File: src/rtl/alu_pkg.sv
// +--------------------------------------------------------------------+
// | alu_pkg : ALU operation codes and opcode classification helper      |
// | Revision: 1.0                                                       |
// +--------------------------------------------------------------------+
`default_nettype none

package alu_pkg;

  typedef enum logic [3:0] {
    ALU_AND   = 4'b0000,
    ALU_OR    = 4'b0001,
    ALU_ADD   = 4'b0010,
    ALU_XOR   = 4'b0011,
    ALU_SLL   = 4'b0100,
    ALU_SRL   = 4'b0101,
    ALU_SUB   = 4'b0110,
    ALU_SRA   = 4'b0111,
    ALU_SLT   = 4'b1000,
    ALU_SLTU  = 4'b1001,
    ALU_BEQ   = 4'b1010,
    ALU_BNE   = 4'b1011,
    ALU_BLT   = 4'b1100,
    ALU_BGE   = 4'b1101,
    ALU_PASSB = 4'b1110,
    ALU_RSVD  = 4'b1111
  } alu_op_t;

  function automatic logic is_branch_op(input alu_op_t op);
    return (op == ALU_BEQ) || (op == ALU_BNE) || (op == ALU_BLT) || (op == ALU_BGE);
  endfunction

endpackage

`default_nettype wire

File: src/rtl/alu_core.sv
// +--------------------------------------------------------------------+
// | alu_core : combinational ALU, result plus branch condition flag     |
// | Revision: 1.0                                                       |
// +--------------------------------------------------------------------+
`default_nettype none

module alu_core
  import alu_pkg::*;
#(
  parameter int XLEN = 32
) (
  input  alu_op_t         op,
  input  logic [XLEN-1:0] a,
  input  logic [XLEN-1:0] b,
  output logic [XLEN-1:0] result,
  output logic            cond
);

  localparam int SHW = $clog2(XLEN);

  logic [SHW-1:0] shamt;
  logic           lt_s;
  logic           lt_u;

  assign shamt = b[SHW-1:0];
  assign lt_s  = $signed(a) < $signed(b);
  assign lt_u  = a < b;

  // cond is meaningful only for the four branch ops; it stays 0 otherwise.
  always_comb begin
    result = '0;
    cond   = 1'b0;
    unique case (op)
      ALU_AND:   result = a & b;
      ALU_OR:    result = a | b;
      ALU_ADD:   result = a + b;
      ALU_XOR:   result = a ^ b;
      ALU_SLL:   result = a << shamt;
      ALU_SRL:   result = a >> shamt;
      ALU_SUB:   result = a - b;
      ALU_SRA:   result = $unsigned($signed(a) >>> shamt);
      ALU_SLT:   result = XLEN'(lt_s);
      ALU_SLTU:  result = XLEN'(lt_u);
      ALU_BEQ: begin
        cond   = (a == b);
        result = XLEN'(cond);
      end
      ALU_BNE: begin
        cond   = (a != b);
        result = XLEN'(cond);
      end
      ALU_BLT: begin
        cond   = lt_s;
        result = XLEN'(cond);
      end
      ALU_BGE: begin
        cond   = !lt_s;
        result = XLEN'(cond);
      end
      ALU_PASSB: result = b;
      default:   result = '0;
    endcase
  end

endmodule

`default_nettype wire

File: src/rtl/ex_stage.sv
// +--------------------------------------------------------------------+
// | ex_stage : execute stage with EX/MEM register, redirect, counters   |
// | Revision: 1.0                                                       |
// +--------------------------------------------------------------------+
`default_nettype none

module ex_stage
  import alu_pkg::*;
#(
  parameter int XLEN  = 32,
  parameter int CNT_W = 32
) (
  input  logic             clk,
  input  logic             reset,
  input  logic             id_valid_i,
  output logic             id_ready_o,
  input  logic [3:0]       op_i,
  input  logic [XLEN-1:0]  rs1_data_i,
  input  logic [XLEN-1:0]  rs2_data_i,
  input  logic [XLEN-1:0]  imm_i,
  input  logic             alu_src_i,
  input  logic [XLEN-1:0]  pc_i,
  input  logic             is_branch_i,
  input  logic             is_jal_i,
  input  logic [4:0]       rd_i,
  input  logic             reg_write_i,
  input  logic             mem_read_i,
  input  logic             mem_write_i,
  input  logic             flush_i,
  input  logic             mem_ready_i,
  output logic             ex_valid_o,
  output logic [XLEN-1:0]  ex_result_o,
  output logic [XLEN-1:0]  ex_store_data_o,
  output logic [4:0]       ex_rd_o,
  output logic             ex_reg_write_o,
  output logic             ex_mem_read_o,
  output logic             ex_mem_write_o,
  output logic             redirect_o,
  output logic [XLEN-1:0]  redirect_pc_o,
  output logic [CNT_W-1:0] branch_cnt_o,
  output logic [CNT_W-1:0] taken_cnt_o
);

  localparam logic [XLEN-1:0] PC_STEP = XLEN'(4);

  alu_op_t         op;
  logic [XLEN-1:0] op_b;
  logic [XLEN-1:0] alu_result;
  logic            alu_cond;
  logic            branch_taken;
  logic            taken;
  logic            capture;
  logic            stall;
  logic            reg_write_q;
  logic            mem_read_q;
  logic            mem_write_q;

  assign op   = alu_op_t'(op_i);
  assign op_b = alu_src_i ? imm_i : rs2_data_i;

  alu_core #(
    .XLEN (XLEN)
  ) u_alu (
    .op     (op),
    .a      (rs1_data_i),
    .b      (op_b),
    .result (alu_result),
    .cond   (alu_cond)
  );

  // A conditional branch carrying a non-branch op never redirects.
  assign branch_taken = is_branch_i && is_branch_op(op) && alu_cond;
  assign taken        = branch_taken || is_jal_i;

  assign stall      = ex_valid_o && !mem_ready_i;
  assign id_ready_o = !stall;
  assign capture    = id_valid_i && id_ready_o && !flush_i;

  always_ff @(posedge clk or posedge reset) begin
    if (reset) begin
      ex_valid_o      <= 1'b0;
      ex_result_o     <= '0;
      ex_store_data_o <= '0;
      ex_rd_o         <= '0;
      reg_write_q     <= 1'b0;
      mem_read_q      <= 1'b0;
      mem_write_q     <= 1'b0;
      redirect_o      <= 1'b0;
      redirect_pc_o   <= '0;
      branch_cnt_o    <= '0;
      taken_cnt_o     <= '0;
    end else begin
      // Redirect is a single pulse aligned with the first valid cycle.
      redirect_o <= capture && taken;
      if (capture) begin
        ex_valid_o      <= 1'b1;
        ex_result_o     <= is_jal_i ? (pc_i + PC_STEP) : alu_result;
        ex_store_data_o <= rs2_data_i;
        ex_rd_o         <= rd_i;
        reg_write_q     <= reg_write_i;
        mem_read_q      <= mem_read_i;
        mem_write_q     <= mem_write_i;
        redirect_pc_o   <= pc_i + imm_i;
        if (is_branch_i) begin
          branch_cnt_o <= branch_cnt_o + 1'b1;
          if (branch_taken) begin
            taken_cnt_o <= taken_cnt_o + 1'b1;
          end
        end
      end else if (flush_i || !stall) begin
        ex_valid_o <= 1'b0;
      end
    end
  end

  assign ex_reg_write_o = reg_write_q && ex_valid_o;
  assign ex_mem_read_o  = mem_read_q  && ex_valid_o;
  assign ex_mem_write_o = mem_write_q && ex_valid_o;

endmodule

`default_nettype wire

File: config.mk
export PLATFORM = sky130hd
export DESIGN_NAME = ex_stage
export DESIGN_NICKNAME = d
export VERILOG_FILES = /design/src/rtl/alu_pkg.sv /design/src/rtl/alu_core.sv /design/src/rtl/ex_stage.sv
export SDC_FILE = /design/constraint.sdc
export NUM_CORES = 1
export LEC_CHECK = 0
export ABC_AREA = 1
export BUFFER_PORTS_ARGS = -buffer_cell sky130_fd_sc_hd__buf_2
export CORE_ASPECT_RATIO = 0.7
export CORE_MARGIN = 4
export CORE_UTILIZATION = 50
export CTS_CLUSTER_DIAMETER = 40
export DETAILED_ROUTE_END_ITERATION = 10
export PLACE_DENSITY = 0.72
export SLEW_MARGIN = 20
export SYNTH_ARGS = -nofsm -noshare
export SYNTH_HDL_FRONTEND = slang
export SYNTH_SLANG_ARGS = --single-unit
File: constraint.sdc
create_clock -name clk -period 12.3 [get_ports clk]
set_input_delay 0.615 -clock clk [delete_from_list [all_inputs] [get_ports clk]]
set_output_delay 0.615 -clock clk [all_outputs]
set_load 0.005 [all_outputs]
==> results.json <==
{
  "fin_crit_sh_pct": 41.2,
  "fmax_mhz": 197,
  "track_usage_pct": 41.9,
  "synth_cells": 3509,
  "drive_gt1_share_pct": 12.3,
  "multi_input_area_um2": 14400,
  "num_vias": 25782,
  "setup-violations-final": 0,
  "crit_fanout": 41,
  "cts_hold_buffers": 0,
  "hold_violations": 0,
  "cts_buffers": 17,
  "drt-initial-drc-count": 3916,
  "grt_pass1_vias": 22350,
  "drv_slew": 0,
  "max_slew_margin_pct": 21.1,
  "ctsResizeCount": 0,
  "clock_latency_ps": 450,
  "syn_to_final_growth_pct": 11.1,
  "reg2reg_slack_ps": 8630,
  "crit_path_end_kind": "flip-flop",
  "synth_area_per_cell_um2": 5.93,
  "ys_seq_elements": 170,
  "fin_area_um2": 23100,
  "syn_area_um2": 20800,
  "ys_warn_count": 0,
  "synth-async-reset-ratio_pct": 100,
  "rsz0062_at_grt": "no",
  "postCtsSetupBuffers": 0,
  "rows": 62,
  "synth_cell_type_count": 57,
  "tns_ps": 0,
  "yosys.area.top_type": "dfrtp_1",
  "synth_top_area_share_pct": 20.4,
  "hpwl_mm": 80.7,
  "antenna_found_initial": 13,
  "root_buffer": "clkbuf_16",
  "die_area_um2": 45000,
  "worst_slew_pin_slew_ps": 1180,
  "die_h_um": 179,
  "ys.flop_type": "dfrtp_1",
  "hp-class": "in -> async",
  "wl_mm": 99.0,
  "drc": 0,
  "start_util_pct": 50.7,
  "crit_arrival_ps": 5390,
  "io_buffers": 318,
  "drv_cap": 0,
  "grt_first_pass_wirelength_mm": 142,
  "crit_path_start_kind": "input pin",
  "synth_nets": 3794,
  "clk_pin_slew_ps": 80,
  "wl_per_cell_um": 23.1,
  "status": "completed",
  "yosysSeqAreaShare_pct": 20.4,
  "n_fill_cell": 4340,
  "die_w_um": 252,
  "place_congestion": 1.12,
  "clock-sinks": 170,
  "placed_cell_area_um2": 22500,
  "critPathKind": "in -> reg",
  "required_ps": 12620,
  "register_area_um2": 4250,
  "gr-total-overflow": 0,
  "detail-route-antenna-nets": 0,
  "layout.nets": 4010,
  "grt_max_degree": 89,
  "cts_tree": "yes",
  "ir_drop_mv": 0.104,
  "finalClockSkew_ps": 13.8,
  "viasPerCell": 6.01,
  "core_um2": 41000,
  "synth_area_leaders": "dfrtp_1, nand2_1, nand3_1",
  "period_needed_ps": 5070,
  "dr.pass1.iters": 9,
  "htreeDepth": 4,
  "p_leak_nw": 12.4,
  "ios": 319,
  "synth_edf_count": 0,
  "ctsLongestPathBuffers": 2,
  "powerDensity_nw_per_um2": 96.4
}
logic make-up after synthesis:
| kind of cell | after synthesis | share of synthesized area [%] |
|---|---|---|
| buffers and inverters | 518 | 10.5 |
| and+or+nand+nor | 2111 | 43.5 |
| AOI/OAI and AO/OA | 484 | 13.5 |
| xor gates and xnor gates | 89 | 3.74 |
| adders and majority gates | 137 | 8.34 |
| DFF | 170 | 20.4 |
layer usage:
metal,vias up,global-route usage [%],part of all wire [%]
met1,11944,61.1,42
met4,8,10.6,2.9
met2,1696,55.8,38
met3,183,18.7,16
met5,-,0,0.047
li1,11951,-,-
state kept, by name (all words and copies together) (netlist names), 5 cells and up:
signal and flops:
ex_rd_o 5, branch_cnt_o 32, ex_result_o 32, redirect_pc_o 32
ex_store_data_o 32, taken_cnt_o 32
layout make-up:
type | instances | area share, %
multi-input cells | 2821 | 62.4
flip-flops and latches | 170 | 18.4
repair buffers | 334 | 7.41
inverters | 381 | 6.21
well taps | 544 | 2.94
clock buffers | 17 | 1.84
clock inverters | 15 | 0.741
diodes | 7 | 0.0757
report_power, final:
| part | leakage [nW] | total [mW] | switching [mW] | internal (mW) |
|---|---|---|---|---|
| clock network | 0.285 | 0.558 | 0.267 | 0.291 |
| logic | 10.0 | 0.987 | 0.689 | 0.298 |
| registers | 2.13 | 0.685 | 0.0560 | 0.628 |
| total | 12.4 | 2.23 | 1.01 | 1.22 |
cells in the final DEF, fill, tap and decap left out, types with 60 or more instances in the layout:
master   netlist  layout
nand2_1     1069    1067
nand3_1      529     529
inv_1        364     363
nor2_1       329     327
buf_2         54     318
a21oi_1      182     182
dfrtp_1      170     170
o21ai_0      136     135
ha_1         134     134
xor2_1        60      60
metrics by stage:
step                      util [%]  power [mW]  hold WS, ps  setup slack [ps]  cells
final                         56.4        2.23          277              7230   4289
after global routing          56.4        2.34          299              6880   4286
after CTS                     56.3        2.19          308              7350   4282
after detailed placement      54.9        1.63          460              6910   4250
after global placement        54.9        1.63          458              7010   4250
after floorplan                  -        1.27          449              7080   3509
path summary, 6_finish.rpt:
check | from | end | cells past startpoint
setup / recovery | alu_src_i | redirect_o$_DFF_PP0_ | 21
hold / removal | reset | ex_rd_o[4]$_DFFE_PP0P_ | 2
setup reg to reg | ex_valid_o$_DFFE_PP0P_ | branch_cnt_o[31]$_DFFE_PP0P_ | 13
hold reg to reg | branch_cnt_o[31]$_DFFE_PP0P_ | branch_cnt_o[31]$_DFFE_PP0P_ | 1
max in group asynchronous | reset | redirect_pc_o[0]$_DFFE_PP0P_ | 3
min in group clk | flush_i | ex_valid_o$_DFFE_PP0P_ | 2
cells in the mapped netlist (43+ instances only):
master / instances
nor3_1: 43
ha_1: 134
nand2_1: 1069
o21ai_0: 136
nand3_1: 529
nor2_1: 329
dfrtp_1: 170
nand4_1: 45
clkbuf_1: 47
xor2_1: 60
inv_1: 364
buf_2: 54
a21oi_1: 182
worst max-delay path, cell delays in order:
cell and delay, ps:
buf_2 70, buf_4 460, inv_2 420, or2_1 330, o21a_4 210, inv_2 580, ha_1 400, inv_1 90
nand2_1 70, nor2_2 110, nand3_1 110, nand2_2 140, nand2_1 80, nand2_2 120, nand2_2 80, nand2_1 70
nand2_1 70, nand3_1 150, nand4_4 480, nand2_4 530, o21ai_1 120
(Power assumes the default switching activity.)
